**config.mk**
```make
export PLATFORM = sky130hd
export DESIGN_NAME = uart_slip_deframer
export DESIGN_NICKNAME = d
export VERILOG_FILES = /design/src/rtl/uart_pkg.sv /design/src/rtl/uart_slip_deframer.sv
export SDC_FILE = /design/constraint.sdc
export NUM_CORES = 1
export LEC_CHECK = 0
export ABC_AREA = 1
export CAP_MARGIN = 15
export CORE_MARGIN = 2
export CORE_UTILIZATION = 54
export CTS_CLUSTER_SIZE = 8
export DETAILED_ROUTE_END_ITERATION = 10
export GPL_ROUTABILITY_DRIVEN = 0
export PLACE_DENSITY = 0.9
export SLEW_MARGIN = 20
export SYNTH_ARGS = -nofsm -noshare
export SYNTH_HDL_FRONTEND = slang
export SYNTH_SLANG_ARGS = --single-unit
```
**constraint.sdc**
```tcl
create_clock -name clk -period 1.8 [get_ports clk]
set_input_delay 0.18 -clock clk [delete_from_list [all_inputs] [get_ports clk]]
set_output_delay 0.18 -clock clk [all_outputs]
set_load 0.01 [all_outputs]
```
**src/rtl/uart_pkg.sv**
```systemverilog
// SLIP framing constants and decoder state type shared by the UART byte path.
package uart_pkg;

    localparam logic [7:0] SLIP_END     = 8'hC0;
    localparam logic [7:0] SLIP_ESC     = 8'hDB;
    localparam logic [7:0] SLIP_ESC_END = 8'hDC;
    localparam logic [7:0] SLIP_ESC_ESC = 8'hDD;

    typedef enum logic {
        NORMAL,
        ESCAPE
    } slip_state_t;

endpackage

```
**src/rtl/uart_slip_deframer.sv**
```systemverilog
// SLIP deframer: decodes END/ESC framing from the UART receiver into a payload
// stream with last/error sideband, using one held byte as lookahead for m_last.
module uart_slip_deframer
    import uart_pkg::*;
#(
    parameter int unsigned MAX_LEN = 256
) (
    input  logic       clk,
    input  logic       reset,
    input  logic       s_valid,
    output logic       s_ready,
    input  logic [7:0] s_data,
    output logic       m_valid,
    input  logic       m_ready,
    output logic [7:0] m_data,
    output logic       m_last,
    output logic       m_error
);

    localparam int unsigned LEN_W = $clog2(MAX_LEN + 1);
    localparam logic [LEN_W-1:0] LEN_MAX = LEN_W'(MAX_LEN);

    slip_state_t state, state_next;

    logic             accept;
    logic             dec_valid;
    logic [7:0]       dec_byte;
    logic             frame_end;
    logic             bad_escape;

    logic [7:0]       hold_data;
    logic             hold_full;
    logic [LEN_W-1:0] len;
    logic             err;

    logic             overflow;
    logic             store;
    logic             emit;
    logic [7:0]       emit_data;
    logic             emit_last;
    logic             emit_error;

    assign s_ready = !m_valid || m_ready;
    assign accept  = s_valid && s_ready;

    always_ff @(posedge clk) begin
        if (reset) begin
            state <= NORMAL;
        end else if (accept) begin
            state <= state_next;
        end
    end

    always_comb begin
        state_next = state;
        dec_valid  = 1'b0;
        dec_byte   = s_data;
        frame_end  = 1'b0;
        bad_escape = 1'b0;
        case (state)
            NORMAL: begin
                if (s_data == SLIP_END) begin
                    frame_end = 1'b1;
                end else if (s_data == SLIP_ESC) begin
                    state_next = ESCAPE;
                end else begin
                    dec_valid = 1'b1;
                end
            end
            ESCAPE: begin
                state_next = NORMAL;
                if (s_data == SLIP_ESC_END) begin
                    dec_valid = 1'b1;
                    dec_byte  = SLIP_END;
                end else if (s_data == SLIP_ESC_ESC) begin
                    dec_valid = 1'b1;
                    dec_byte  = SLIP_ESC;
                end else begin
                    // An END after ESC still closes the frame, but flagged as bad.
                    bad_escape = 1'b1;
                    frame_end  = (s_data == SLIP_END);
                end
            end
            default: state_next = NORMAL;
        endcase
    end

    always_comb begin
        overflow   = accept && dec_valid && (len == LEN_MAX);
        store      = accept && dec_valid && !overflow;
        emit       = 1'b0;
        emit_data  = hold_data;
        emit_last  = 1'b0;
        emit_error = 1'b0;
        if (store && hold_full) begin
            emit = 1'b1;
        end else if (accept && frame_end) begin
            if (hold_full) begin
                emit       = 1'b1;
                emit_last  = 1'b1;
                emit_error = err || bad_escape;
            end else if (err || bad_escape) begin
                // Nothing left to tag, so report the bad frame with a zero marker byte.
                emit       = 1'b1;
                emit_data  = '0;
                emit_last  = 1'b1;
                emit_error = 1'b1;
            end
        end
    end

    always_ff @(posedge clk) begin
        if (reset) begin
            hold_data <= '0;
            hold_full <= 1'b0;
            len       <= '0;
            err       <= 1'b0;
        end else if (accept && frame_end) begin
            hold_full <= 1'b0;
            len       <= '0;
            err       <= 1'b0;
        end else begin
            if (store) begin
                hold_data <= dec_byte;
                hold_full <= 1'b1;
                len       <= len + 1'b1;
            end
            if (overflow || (accept && bad_escape)) begin
                err <= 1'b1;
            end
        end
    end

    always_ff @(posedge clk) begin
        if (reset) begin
            m_valid <= 1'b0;
            m_data  <= '0;
            m_last  <= 1'b0;
            m_error <= 1'b0;
        end else if (s_ready) begin
            m_valid <= emit;
            if (emit) begin
                m_data  <= emit_data;
                m_last  <= emit_last;
                m_error <= emit_error;
            end
        end
    end

endmodule
```
==> flow_summary.json <==
{
  "start_kind": "register",
  "power.density_nw_per_um2": 648,
  "die_h_microns": 60.3,
  "utilization_pct": 68.1,
  "outcome": "completed",
  "layout_common_cells": "nand2_1 (52), inv_1 (37), dfxtp_1 (31), clkdlybuf4s50_1 (23)",
  "rows": 20,
  "drv_cap": 0,
  "crit_required_ps": 1620,
  "crit_chain": "inv_1, nor2_2, buf_4, inv_1, clkdlybuf4s50_1",
  "path_max_fanout": 2,
  "core-area_sq_um": 3030,
  "period_minus_slack_ps": 1680,
  "finalClockSkew_ps": 7.21,
  "worstRegToRegCells": 9,
  "numClockSinks": 31,
  "io_pins": 24,
  "hold_path_class": "reg -> reg",
  "syn_avg_cell_area_sq_um": 7.00,
  "cp_data_arrival_time_ps": 1500,
  "grt_pass1_vias": 1443,
  "end_kind": "output pin",
  "crit_type": "reg -> out",
  "worst_slew_pin_slew_ps": 431,
  "ys_ff_latch": 31,
  "cts_root_buf": "clkbuf_4",
  "htreeDepth": 2,
  "route.detailed.drc": 0,
  "drive_above_1_share_pct": 15.2,
  "nets": 291,
  "dr.first_iter.drc_count": 77,
  "tns_ps": 0,
  "area_growth_pct": 20.6,
  "power.leakage_nw": 0.907,
  "pre_cts_ws_ps": -82.6,
  "holdPathStages": 2,
  "antenna_found_initial": 0,
  "dieArea_sq_um": 3630,
  "final_common_cell": "nand2_1",
  "synth_top_cell_area_share_pct": 36.3,
  "cts.path.max_buffers": 2,
  "hpwlAfterDp_mm": 2.61,
  "vias_per_cell": 4.88,
  "max_freq_mhz": 596,
  "clk_pin_slew_ps": 90,
  "holdBufCountCts": 0,
  "max_stage_delay_ps": 460,
  "hold_viol_final": 0,
  "vias": 1563,
  "finalPower_mw": 1.34,
  "clk_latency_ps": 340,
  "rsz0062_at_grt": "false",
  "vdd_drop_max_v": 0.000373,
  "grt_pass1_wl_mm": 5.91,
  "worst_path_most_repeated_cell": "inv_1",
  "synth_fp_nets": 258,
  "synthTopCellsByArea": "dfxtp_1 (36%), nand2_1 (11%), inv_1 (8.1%)",
  "num_antenna_cells": 0,
  "synth_area_sq_um": 1710,
  "ys_types": 24,
  "cts_tree": "done",
  "start_util_pct": 56.4,
  "cts_made_buffers": 5,
  "instances_no_fill": 320,
  "port_buffers": 23,
  "ant_nets": 0,
  "overflow": 0,
  "syn_inst": 244,
  "ys_warn_count": 0,
  "finalSetupViolations": 0,
  "relSlewSlack_pct": 71.3,
  "grt_max_degree": 23,
  "dp_cells": 313,
  "ys_seq_area_share_pct": 36.3,
  "grtUsageTotal_pct": 21.9,
  "critPathSlowestCell": "clkdlybuf4s50_1",
  "period_share_pct": 93.2,
  "die_w_microns": 60.3,
  "firstDrtPassIters": 4,
  "synth_top_area_cell": "dfxtp_1",
  "wire_per_inst_microns": 10.7,
  "maxSlewViolCount": 0,
  "layout_setup_ws_ps": 123,
  "finalWirelength_mm": 3.42
}
repair_timing:
item                       in CTS  in global routing
setup buffers                   0                  1
setup endpoints to repair       0                  7
gates resized for setup         0                  2
hold endpoints to repair        0                  0
per-layer routing:
layer | up-vias | GRT usage (%) | wire length, microns
met3 | 11 | 6.93 | 184
met2 | 45 | 36.5 | 1570
met4 | 0 | 9.21 | 85
met5 | - | 0 | 0
met1 | 683 | 25.6 | 1580
li1 | 824 | - | -
area by class of cell:
type                            count  area, sq um
Clock buffer                        6         41.3
Fill cell                         246          966
Inverter                           46          173
Multi-Input combinational cell    160          855
Sequential cell                    31          621
Tap cell                           44         55.1
Timing Repair Buffer               33          318
worst paths after layout:
check                           slack (ps)                 startpoint                        end
worst max-delay path                   120       m_valid$_SDFFE_PP0N_                    s_ready
worst min-delay path                   450  hold_data[1]$_SDFFE_PP0P_  hold_data[1]$_SDFFE_PP0P_
worst max register to register         140        len[0]$_SDFFE_PP0N_        len[5]$_SDFFE_PP0N_
worst min register to register         450  hold_data[1]$_SDFFE_PP0P_  hold_data[1]$_SDFFE_PP0P_
synth_stat cells (all sizes together):
master / instances
nor2: 26
nand3: 18
and2: 2
nand4: 10
buf: 7
ha: 2
dfxtp: 31
or2: 1
o21ai: 16
clkinv: 6
inv: 40
nor3: 1
nand2: 58
xor2: 5
a21oi: 20
xnor2: 1
report_power, final:
| group | switching, mW | total (mW) | internal, mW | leakage, nW |
|---|---|---|---|---|
| logic | 0.124 | 0.236 | 0.111 | 0.629 |
| clock network | 0.222 | 0.361 | 0.138 | 0.0242 |
| registers | 0.0209 | 0.741 | 0.720 | 0.254 |
| total | 0.367 | 1.34 | 0.970 | 0.907 |
cell families (layout without fill, tap and decap cells):
| group | Yosys count | in the layout | share of synthesized area, % |
|---|---|---|---|
| AOI/OAI and AO/OA | 36 | 36 | 10.5 |
| xor gates and xnor gates | 6 | 6 | 3.07 |
| adders and majority gates | 2 | 2 | 1.46 |
| buffers and inverters | 53 | 85 | 14.0 |
| DFF | 31 | 31 | 36.3 |
| and+or+nand+nor | 116 | 116 | 34.6 |
flip-flops by register name, summed over array words and instances, names as in the netlist:
| register | flops |
|---|---|
| err | 1 |
| hold_data | 8 |
| hold_full | 1 |
| len | 9 |
| m_data | 8 |
| m_error | 1 |
| m_last | 1 |
| m_valid | 1 |
| state | 1 |
stage by stage:
stage               area, sq um  hold slack, ps
floorplan                  1710             249
global placement           2010             435
detailed placement         2010             441
CTS                        2050             454
global route               2060             482
finish                     2060             453
worst max-delay path, delay by kind of cell, from the launching register on:
family,cells,cell delay (ps)
buf+inv,4,680
flops,1,340
simple gates,1,140
No activity file was read; power rests on OpenSTA's default activity.
